## config.mk

```make
export PLATFORM = sky130hd
export DESIGN_NAME = ip_encoder
export DESIGN_NICKNAME = d
export VERILOG_FILES = /design/src/rtl/ip_pkg.sv /design/src/rtl/ip_header_checksum.sv /design/src/rtl/ip_encoder.sv
export SDC_FILE = /design/constraint.sdc
export NUM_CORES = 1
export LEC_CHECK = 0
export ABC_AREA = 1
export BUFFER_PORTS_ARGS = -buffer_cell sky130_fd_sc_hd__buf_2
export CAP_MARGIN = 10
export CORE_ASPECT_RATIO = 1.75
export CORE_UTILIZATION = 43
export CTS_BUF_LIST = sky130_fd_sc_hd__clkbuf_4
export CTS_CLUSTER_SIZE = 24
export DETAILED_ROUTE_END_ITERATION = 8
export PLACE_DENSITY = 0.67
export SLEW_MARGIN = 20
export SYNTH_ARGS = -nofsm -noshare
export SYNTH_HDL_FRONTEND = slang
export SYNTH_SLANG_ARGS = --single-unit
```

## constraint.sdc

```tcl
create_clock -name clk -period 57.7 [get_ports clk]
set_input_delay 11.54 -clock clk [delete_from_list [all_inputs] [get_ports clk]]
set_output_delay 11.54 -clock clk [all_outputs]
set_load 0.03 [all_outputs]
```

## src/rtl/ip_pkg.sv

```systemverilog
// Shared IPv4 transmit definitions: FSM states, header constants and
// one's-complement arithmetic helpers.
package ip_pkg;

    typedef enum logic [3:0] {
        IDLE,
        CHKS,
        HDR_1,
        HDR_2,
        HDR_3,
        HDR_4,
        HDR_5,
        DATA,
        FIN
    } state_t;

    localparam logic [3:0]  IP_VERSION     = 4'd4;
    localparam logic [3:0]  IHL_MIN        = 4'd5;
    localparam logic [15:0] IP_HDR_BYTES   = 16'd20;
    localparam logic [15:0] IP_MAX_PAYLOAD = 16'd65515;

    localparam logic [7:0] PROTO_ICMP = 8'd1;
    localparam logic [7:0] PROTO_TCP  = 8'd6;
    localparam logic [7:0] PROTO_UDP  = 8'd17;

    // 16-bit add with the carry folded back in; a second carry cannot occur
    function automatic logic [15:0] one_complement_adder(
        input logic [15:0] a,
        input logic [15:0] b
    );
        logic [16:0] s;
        s = {1'b0, a} + {1'b0, b};
        return s[15:0] + {15'd0, s[16]};
    endfunction

    function automatic logic [31:0] tail_mask(input logic [1:0] len_mod);
        logic [31:0] m;
        unique case (len_mod)
            2'd1:    m = 32'hFF00_0000;
            2'd2:    m = 32'hFFFF_0000;
            2'd3:    m = 32'hFFFF_FF00;
            default: m = 32'hFFFF_FFFF;
        endcase
        return m;
    endfunction

endpackage

```

## src/rtl/ip_header_checksum.sv

```systemverilog
// IPv4 header checksum: end-around-carry sum of ten halfwords, inverted.
// The checksum halfword slot is expected to be driven with zero.
module ip_header_checksum
    import ip_pkg::*;
(
    input  logic [159:0] halfwords,
    output logic [15:0]  checksum
);

    logic [15:0] sum;

    always_comb begin
        sum = 16'd0;
        for (int i = 0; i < 10; i++) begin
            sum = one_complement_adder(sum, halfwords[i*16 +: 16]);
        end
        checksum = ~sum;
    end

endmodule

```

## src/rtl/ip_encoder.sv

```systemverilog
// IPv4 transmit encoder: 20-byte header then payload pulled from a FIFO.
// Optional IP_ENC_TTL_DEFAULT_EN substitutes DEFAULT_TTL for a zero TTL.
module ip_encoder
    import ip_pkg::*;
#(
    parameter logic [7:0] DEFAULT_TTL = 8'd64
) (
    input  logic        clk,
    input  logic        reset,
    input  logic        start,
    input  logic [7:0]  type_of_ser,
    input  logic [15:0] identification,
    input  logic [2:0]  flag,
    input  logic [12:0] frag_offset,
    input  logic [7:0]  time_to_live,
    input  logic [7:0]  protocol,
    input  logic [31:0] src_ip,
    input  logic [31:0] dest_ip,
    input  logic [15:0] payload_len,
    input  logic [31:0] data_in,
    output logic        rd_en,
    output logic [31:0] data_out,
    output logic        valid,
    output logic        last,
    output logic        fin,
    output logic        err
);

    state_t state_q, state_d;

    logic [7:0]  tos_q, ttl_q, proto_q;
    logic [15:0] id_q, len_q;
    logic [2:0]  flag_q;
    logic [12:0] off_q;
    logic [31:0] src_q, dst_q;

    logic [15:0] rem_q;
    logic [15:0] rd_cnt_q;

    logic [16:0] len_plus3;
    logic [15:0] words_in;
    logic [15:0] total_len;
    logic [7:0]  ttl_eff;
    logic [15:0] checksum;

    logic [31:0] data_d;
    logic        valid_d, last_d, fin_d, err_d;
    logic        emit;

    assign len_plus3 = {1'b0, payload_len} + 17'd3;
    assign words_in  = {1'b0, len_plus3[16:2]};
    assign total_len = len_q + IP_HDR_BYTES;

`ifdef IP_ENC_TTL_DEFAULT_EN
    assign ttl_eff = (ttl_q == 8'd0) ? DEFAULT_TTL : ttl_q;
`else
    assign ttl_eff = ttl_q;
    logic unused_default_ttl;
    assign unused_default_ttl = ^DEFAULT_TTL;
`endif

    ip_header_checksum u_csum (
        .halfwords ({IP_VERSION, IHL_MIN, tos_q, total_len,
                     id_q, flag_q, off_q,
                     ttl_eff, proto_q, 16'h0000,
                     src_q, dst_q}),
        .checksum  (checksum)
    );

    // Outputs are computed for the state being entered and registered with it
    always_comb begin
        state_d = state_q;
        data_d  = data_out;
        valid_d = 1'b0;
        last_d  = 1'b0;
        fin_d   = 1'b0;
        err_d   = 1'b0;
        emit    = 1'b0;
        unique case (state_q)
            IDLE: begin
                if (start) begin
                    if (payload_len > IP_MAX_PAYLOAD) begin
                        state_d = FIN;
                        fin_d   = 1'b1;
                        err_d   = 1'b1;
                    end else begin
                        state_d = CHKS;
                    end
                end
            end
            CHKS: begin
                state_d = HDR_1;
                valid_d = 1'b1;
                data_d  = {IP_VERSION, IHL_MIN, tos_q, total_len};
            end
            HDR_1: begin
                state_d = HDR_2;
                valid_d = 1'b1;
                data_d  = {id_q, flag_q, off_q};
            end
            HDR_2: begin
                state_d = HDR_3;
                valid_d = 1'b1;
                data_d  = {ttl_eff, proto_q, checksum};
            end
            HDR_3: begin
                state_d = HDR_4;
                valid_d = 1'b1;
                data_d  = src_q;
            end
            HDR_4: begin
                state_d = HDR_5;
                valid_d = 1'b1;
                last_d  = (rem_q == 16'd0);
                data_d  = dst_q;
            end
            HDR_5, DATA: begin
                if (rem_q == 16'd0) begin
                    state_d = FIN;
                    fin_d   = 1'b1;
                end else begin
                    state_d = DATA;
                    valid_d = 1'b1;
                    emit    = 1'b1;
                    last_d  = (rem_q == 16'd1);
                    data_d  = (rem_q == 16'd1)
                            ? (data_in & tail_mask(len_q[1:0]))
                            : data_in;
                end
            end
            FIN: state_d = IDLE;
            default: state_d = IDLE;
        endcase
    end

    always_ff @(posedge clk) begin
        if (reset) begin
            state_q  <= IDLE;
            data_out <= 32'd0;
            valid    <= 1'b0;
            last     <= 1'b0;
            fin      <= 1'b0;
            err      <= 1'b0;
            rd_en    <= 1'b0;
            rem_q    <= 16'd0;
            rd_cnt_q <= 16'd0;
            tos_q    <= 8'd0;
            ttl_q    <= 8'd0;
            proto_q  <= 8'd0;
            id_q     <= 16'd0;
            len_q    <= 16'd0;
            flag_q   <= 3'd0;
            off_q    <= 13'd0;
            src_q    <= 32'd0;
            dst_q    <= 32'd0;
        end else begin
            state_q  <= state_d;
            data_out <= data_d;
            valid    <= valid_d;
            last     <= last_d;
            fin      <= fin_d;
            err      <= err_d;

            if (state_q == IDLE && start) begin
                tos_q   <= type_of_ser;
                ttl_q   <= time_to_live;
                proto_q <= protocol;
                id_q    <= identification;
                len_q   <= payload_len;
                flag_q  <= flag;
                off_q   <= frag_offset;
                src_q   <= src_ip;
                dst_q   <= dest_ip;
                rem_q   <= words_in;
            end else if (emit) begin
                rem_q <= rem_q - 16'd1;
            end

            // Reads run two cycles ahead of the DATA words they feed
            if (state_q == HDR_3) begin
                rd_en    <= (rem_q != 16'd0);
                rd_cnt_q <= rem_q;
            end else if (rd_en) begin
                rd_cnt_q <= rd_cnt_q - 16'd1;
                if (rd_cnt_q == 16'd1) begin
                    rd_en <= 1'b0;
                end
            end
        end
    end

endmodule

```

==> results.py, run 1 <==
metrics = {
    "run_status": {
        "outcome": "finished, final reports clean",
    },
    "logic_synthesis": {
        "synth_area_um2": 17500,
        "syn_area_per_cell_um2": 6.56,
        "ys_ff_latch": 209,
        "async_flop_share_pct": 0,
        "synth_flop_cell": "dfxtp_1",
        "synth_nets": 2988,
        "yosys_warnings": 0,
        "synthDistinctLibCells": 57,
        "synth_edf_count": 0,
        "netlist_instances": 2666,
        "ys_seq_area_share_pct": 23.9,
    },
    "floorplanning": {
        "io_pins": 208,
        "die_area_um2": 41500,
        "chipHeight_um": 269,
        "core_area_um2": 40100,
        "floorplan.initialDensity_pct": 43.6,
        "rows": 97,
        "fp.dieW_um": 154,
    },
    "sta": {
        "setup_violations": 0,
        "worstMarginPinSlew_ps": 1160,
        "final-hold-violation-count": 0,
        "whs_ps": 463,
        "slew_headroom_pct": 22.6,
        "skew_ps": 38.2,
        "maxSlewViolCount": 0,
        "finalCriticalPeriod_ps": 24800,
        "rsz0062_at_grt": "false",
        "final.setup.tns_ps": 0,
        "fmax_ghz": 0.0403,
        "fin_crit_sh_pct": 43.0,
    },
    "placement": {
        "place_hpwl_um": 54500,
        "gp_congestion": 1.02,
        "io_buffer_count": 207,
    },
    "worst_setup_path": {
        "required_ps": 58390,
        "cp-end-kind": "flip-flop",
        "path_max_fanout": 5,
        "worstSetupPathType": "flip-flop to flip-flop",
        "rr_startpoint": "dst_q[16]",
        "reg2reg_slack_ps": 32900,
        "reg2reg_depth": 168,
        "slowest_delay_ps": 420,
        "timing.rr.end": "data_out[15]",
        "setup.worst_path.start_class": "flip-flop",
        "path_buf_inv": 16,
        "path_common_cell": "nand2_1",
        "arrival_ps": 25490,
        "critPathTopFamily": "simple AND/OR/NAND/NOR gates",
        "worst_path_max_delay_cell": "nor4_1",
    },
    "global_routing": {
        "track_usage_pct": 32.2,
        "antenna_found_initial": 3,
        "overflow": 0,
        "grt_max_degree": 95,
        "grt_pass1_wl_um": 101000,
        "grt_pass1_vias": 18300,
    },
    "routing": {
        "dr_total_vias": 18700,
        "first_iter_violations": 1025,
        "drc": 0,
        "first_pass_iters": 6,
        "wl_per_cell_um": 19.8,
        "viasPerCell": 5.51,
        "ant_nets": 0,
        "drt-total-wl_um": 67200,
    },
    "worst_hold_path": {
        "hp-start": "data_out[3]",
        "min_path_cells": 2,
        "hold_path_class": "flip-flop to flip-flop",
        "hold_end": "data_out[3]",
    },
    "clock_tree": {
        "cts.sinks": 209,
        "cts_resized": 0,
        "root_buffer": "clkbuf_4",
        "hold_buffers": 0,
        "numCtsBuffers": 54,
        "ctsLongestPathBuffers": 3,
        "cts_setup_buffers": 0,
        "cts_tree": "yes",
        "cts_max_level": 2,
        "cts.clk_slew.worst_paths_ps": 70,
        "insertion_delay_ps": 770,
    },
    "finish": {
        "area_growth_pct": 12.2,
        "drive_gt1_share_pct": 12.8,
        "mostFrequentLayoutCells": "nand2_1 (609), inv_1 (389), a21oi_1 (224)",
        "fin_nets": 3179,
        "fillerInstances": 4271,
        "final_common_cell": "nand2_1",
    },
    "job": {
        "drv_cap": 0,
    },
}
registers in the layout, indices dropped and copies added (netlist names), 3 cells and up:
register	cells
data_out	32
dst_q	32
src_q	32
id_q	16
len_q	16
rd_cnt_q	16
rem_q	16
off_q	13
proto_q	8
tos_q	8
ttl_eff	8
state_q	4
flag_q	3
metrics by stage:
stage	util, %	worst slack, ps	cell area, um^2	cells
after floorplan	-	36650	17500	2666
after global placement	47.2	34260	18900	3296
after detailed placement	47.2	33180	18900	3296
after CTS	49.0	33110	19600	3396
after global routing	49.0	30030	19600	3397
final	49.0	32900	19600	3397
Yosys cell counts (3+ instances only):
master | n | area share [%]
nor2_2 | 15 | 0.54
nor4_2 | 3 | 0.21
o22ai_1 | 29 | 1.0
o2111ai_1 | 11 | 0.55
inv_2 | 10 | 0.21
a221oi_1 | 18 | 0.90
ha_1 | 143 | 10
a31oi_1 | 28 | 1.0
o21bai_1 | 17 | 0.73
a211oi_1 | 9 | 0.39
or2_2 | 6 | 0.21
nand2_2 | 17 | 0.61
o221ai_1 | 3 | 0.15
xor2_1 | 111 | 5.6
dfxtp_1 | 209 | 24
buf_1 | 4 | 0.086
o31ai_1 | 5 | 0.21
nand3b_1 | 9 | 0.39
xnor2_1 | 69 | 3.5
a41oi_1 | 4 | 0.20
a311oi_1 | 6 | 0.30
buf_2 | 6 | 0.17
nand4_1 | 26 | 0.93
nand3_1 | 187 | 5.4
nor3_1 | 33 | 0.94
nor3b_1 | 3 | 0.13
nand3_2 | 3 | 0.17
o211ai_1 | 19 | 0.82
nor2_1 | 164 | 3.5
inv_1 | 391 | 8.4
nand2_4 | 4 | 0.26
o21ai_0 | 137 | 3.9
a21oi_2 | 3 | 0.15
nor4_1 | 13 | 0.47
clkbuf_1 | 70 | 1.5
fa_1 | 8 | 0.92
a21boi_0 | 4 | 0.17
a21o_1 | 11 | 0.47
a21oi_1 | 224 | 6.4
nand2_1 | 611 | 13
routing by layer:
layer	GRT usage, %	vias to the layer above	part of all wire (%)
li1	-	9204	-
met3	4.28	224	5.7
met2	59.3	704	50
met5	0	-	0.034
met1	32.4	8583	36
met4	25.8	4	8.7
worst min-delay path, cell delays in order, from the launching register on:
cell and delay [ps]:
dfxtp_1 310, nand2_1 60, a21oi_1 50
worst max path at each step:
stage / start / endpoint / slack [ps] / cells after the start
6_report: dst_q[16] / data_out[15] / 32900 / 168
5_1_grt: dst_q[16] / data_out[14] / 30030 / 170
4_1_cts: dst_q[16] / data_out[15] / 33110 / 166
3_5_place_dp: dst_q[16] / data_out[15] / 33180 / 166
3_3_place_gp: dst_q[0] / data_out[15] / 34260 / 168
2_1_floorplan: dst_q[0] / data_out[15] / 36650 / 167
layout make-up:
cell class	instances	area, um^2	area share [%]
antenna	1	2.50	0.0128
clock inverter	32	193	0.983
timing repair buffer	216	1110	5.64
multi-input combinational	1973	11500	58.6
tap	495	619	3.16
sequential	209	4180	21.3
clock buffer	68	510	2.60
inverter	403	1510	7.71
cells by family after synthesis:
kind of cell,count (synthesis),synth area share [%]
DFF,209,23.9
xor gates and xnor gates,181,9.11
buffers and inverters,484,10.5
and+or+nand+nor,1102,27.4
AOI/OAI and AO/OA,539,17.9
adders and majority gates,151,11.2
Power of run 1 is not shown: default switching activity piles up to over one toggle a cycle in this logic, so the estimate is an artifact.
==> run 2, diff against run 1 <==
--- a/config.mk
+++ b/config.mk
@@ -5,7 +5,7 @@
 export SDC_FILE = /design/constraint.sdc
 export NUM_CORES = 1
 export LEC_CHECK = 0
-export ABC_AREA = 1
+export ABC_AREA = 0
 export BUFFER_PORTS_ARGS = -buffer_cell sky130_fd_sc_hd__buf_2
 export CAP_MARGIN = 10
 export CORE_ASPECT_RATIO = 1.75
@@ -13,7 +13,7 @@
 export CTS_BUF_LIST = sky130_fd_sc_hd__clkbuf_4
 export CTS_CLUSTER_SIZE = 24
 export DETAILED_ROUTE_END_ITERATION = 8
-export PLACE_DENSITY = 0.67
+export PLACE_DENSITY = 0.69
 export SLEW_MARGIN = 20
 export SYNTH_ARGS = -nofsm -noshare
 export SYNTH_HDL_FRONTEND = slang
==> constraint.sdc (replaced) <==
create_clock -name clk -period 21.1 [get_ports clk]
set_input_delay 4.22 -clock clk [delete_from_list [all_inputs] [get_ports clk]]
set_output_delay 4.22 -clock clk [all_outputs]
set_load 0.03 [all_outputs]
==> results.py, run 2 <==
metrics = {
    "run_status": {
        "outcome": "finished, violations left",
        "violations": "negative setup slack",
    },
    "clock_tree": {
        "cts_max_level": 2,
        "numCtsBuffers": 54,
        "hold_buffers": 0,
        "cts.sinks": 209,
        "cts_tree": "yes",
        "cts.clk_slew.worst_paths_ps": 70,
        "insertion_delay_ps": 770,
        "root_buffer": "clkbuf_4",
        "ctsLongestPathBuffers": 3,
    },
    "power": {
        "vdd_drop_max_v": 0.000110,
        "leakagePower_nw": 10.1,
        "power.total_mw": 4.29,
        "power_density_nw_per_um2": 189,
    },
    "worst_setup_path": {
        "path_common_cell": "buf_4",
        "worst_path_max_delay_cell": "or4_1",
        "slowest_delay_ps": 480,
        "reg2reg_slack_ps": -280,
        "worstSetupPathType": "flip-flop to flip-flop",
        "arrival_ps": 22000,
        "setup.worst_path.start_class": "flip-flop",
        "cp-end-kind": "flip-flop",
        "required_ps": 21720,
        "reg2reg_depth": 132,
        "path_max_fanout": 6,
    },
    "sta": {
        "slew_headroom_pct": 33.6,
        "finalCriticalPeriod_ps": 21380,
        "fmax_ghz": 0.0468,
        "setup_violations": 15,
        "worstMarginPinSlew_ps": 997,
        "fin_crit_sh_pct": 101,
        "rsz0062_at_grt": "true",
        "final-hold-violation-count": 0,
        "maxSlewViolCount": 0,
        "skew_ps": 57.8,
        "setup_ws_ps": -282,
    },
    "finish": {
        "drive_gt1_share_pct": 32.5,
        "register_area_um2": 4190,
        "area_growth_pct": 35.7,
        "final_common_cell": "buf_4",
        "stdcell_area_um2": 22700,
        "multi_input_area_um2": 12900,
        "mostFrequentLayoutCells": "buf_4 (394), nand2_1 (374), a21oi_1 (240)",
        "fillerInstances": 3562,
        "fin_nets": 3067,
        "top_regs": "data_out x32, dst_q x32, src_q x32",
    },
    "logic_synthesis": {
        "synth_area_um2": 16700,
        "synth_edf_count": 0,
        "async_flop_share_pct": 0,
        "synth.area.top_cells": "dfxtp_1 (25%), ha_1 (11%), nand2_1 (8.5%)",
        "netlist_instances": 2174,
        "ys_seq_area_share_pct": 25.0,
        "ys_ff_latch": 209,
        "synth.largest_area_cell": "dfxtp_1",
        "synth_nets": 2496,
        "yosys-top-cells-count": "nand2_1 (380), a21oi_1 (262), dfxtp_1 (209)",
        "syn_area_per_cell_um2": 7.68,
        "synthDistinctLibCells": 95,
        "synth_flop_cell": "dfxtp_1",
        "yosys.area.top_type_share_pct": 25.0,
        "yosysMostFrequentCell": "nand2_1",
        "yosys_warnings": 0,
    },
    "routing": {
        "dr_total_vias": 19100,
        "ant_nets": 0,
        "wl_per_cell_um": 20.7,
        "first_pass_iters": 6,
        "viasPerCell": 5.83,
        "first_iter_violations": 1244,
        "drt-total-wl_um": 67600,
        "drc": 0,
    },
    "placement": {
        "gp_congestion": 1.05,
        "place_area_um2": 20500,
        "io_buffer_count": 207,
        "place_hpwl_um": 52400,
    },
    "floorplanning": {
        "floorplan.initialDensity_pct": 43.5,
        "die_area_um2": 39700,
        "core_area_um2": 38400,
        "fp.dieW_um": 151,
        "chipHeight_um": 263,
        "rows": 95,
        "io_pins": 208,
    },
    "worst_hold_path": {
        "min_path_cells": 2,
        "hold_path_class": "flip-flop to flip-flop",
    },
    "global_routing": {
        "grt_max_degree": 113,
        "track_usage_pct": 33.5,
        "overflow": 0,
        "grt_pass1_vias": 18900,
        "antenna_found_initial": 4,
        "grt_pass1_wl_um": 101000,
    },
    "job": {
        "drv_cap": 0,
    },
}
==> run 2: cells by family (layout without fill, tap and decap cells) <==
family	Yosys count	in the layout	share of synthesized area (%)
buffers and inverters	159	772	3.86
and+or+nand+nor	805	805	22.5
AOI/OAI and AO/OA	602	602	23.7
xor gates and xnor gates	246	246	13.1
adders and majority gates	151	151	11.7
DFF	209	209	25.0
muxes	2	2	0.120
other	0	2	0
==> run 2: where the power goes <==
part | total [mW] | switching [mW] | internal, mW | leakage, nW
Sequential | 0.472 | 0.0416 | 0.430 | 1.71
Combinational | 3.47 | 1.88 | 1.59 | 8.05
Clock | 0.344 | 0.188 | 0.156 | 0.393
==> run 2: area by class of cell <==
class | count | share of cell area (%)
multi-input cells | 1806 | 56.9
flip-flops and latches | 209 | 18.5
repair buffers | 609 | 18.1
well taps | 485 | 2.68
clock buffers | 69 | 2.28
inverters | 65 | 1.08
clock inverters | 29 | 0.574
diodes | 2 | 0.0221
==> run 2: final timing paths <==
| kind | startpoint | to |
|---|---|---|
| hold / removal | data_out[0] | data_out[0] |
| hold reg to reg | data_out[0] | data_out[0] |
| setup reg to reg | dst_q[0] | data_out[1] |
| setup / recovery | dst_q[0] | data_out[1] |
==> run 2: critical path, delay by kind of cell, from the launching register on <==
kind	cells	cell delay, ps
flops	1	350
buf+inv	20	2510
xor+xnor	9	1470
compound gates	54	8440
simple gates	28	3770
fa+ha+maj	21	4680
==> run 2: what timing repair did <==
| action | in CTS | in global routing |
|---|---|---|
| setup endpoints to repair | 16 | 16 |
| pin swaps | 110 | 108 |
| setup buffers | 63 | 29 |
| gates resized for setup | 95 | 87 |
==> run 2: per-stage QoR <==
stage / TNS [ps] / utilization, % / worst slack (ps) / hold WS (ps) / std cells
after floorplan: 0 / - / 6.90 / 448 / 2174
after global placement: -7070 / 53.3 / -525 / 446 / 3082
after detailed placement: -15030 / 53.3 / -1110 / 449 / 3082
after CTS: -8.49 / 57.3 / -8.49 / 459 / 3242
after global routing: -18100 / 59.1 / -1240 / 488 / 3273
final: -3070 / 59.1 / -282 / 457 / 3274
==> run 2: routing by layer <==
layer	routed length, um	global-route usage, %	vias to the layer above
li1	-	-	8973
met1	22900	32.7	8964
met2	33300	58.6	816
met3	3900	5.16	331
met4	7450	31.7	4
met5	24	0	-
No activity file was read; power rests on OpenSTA's default activity.
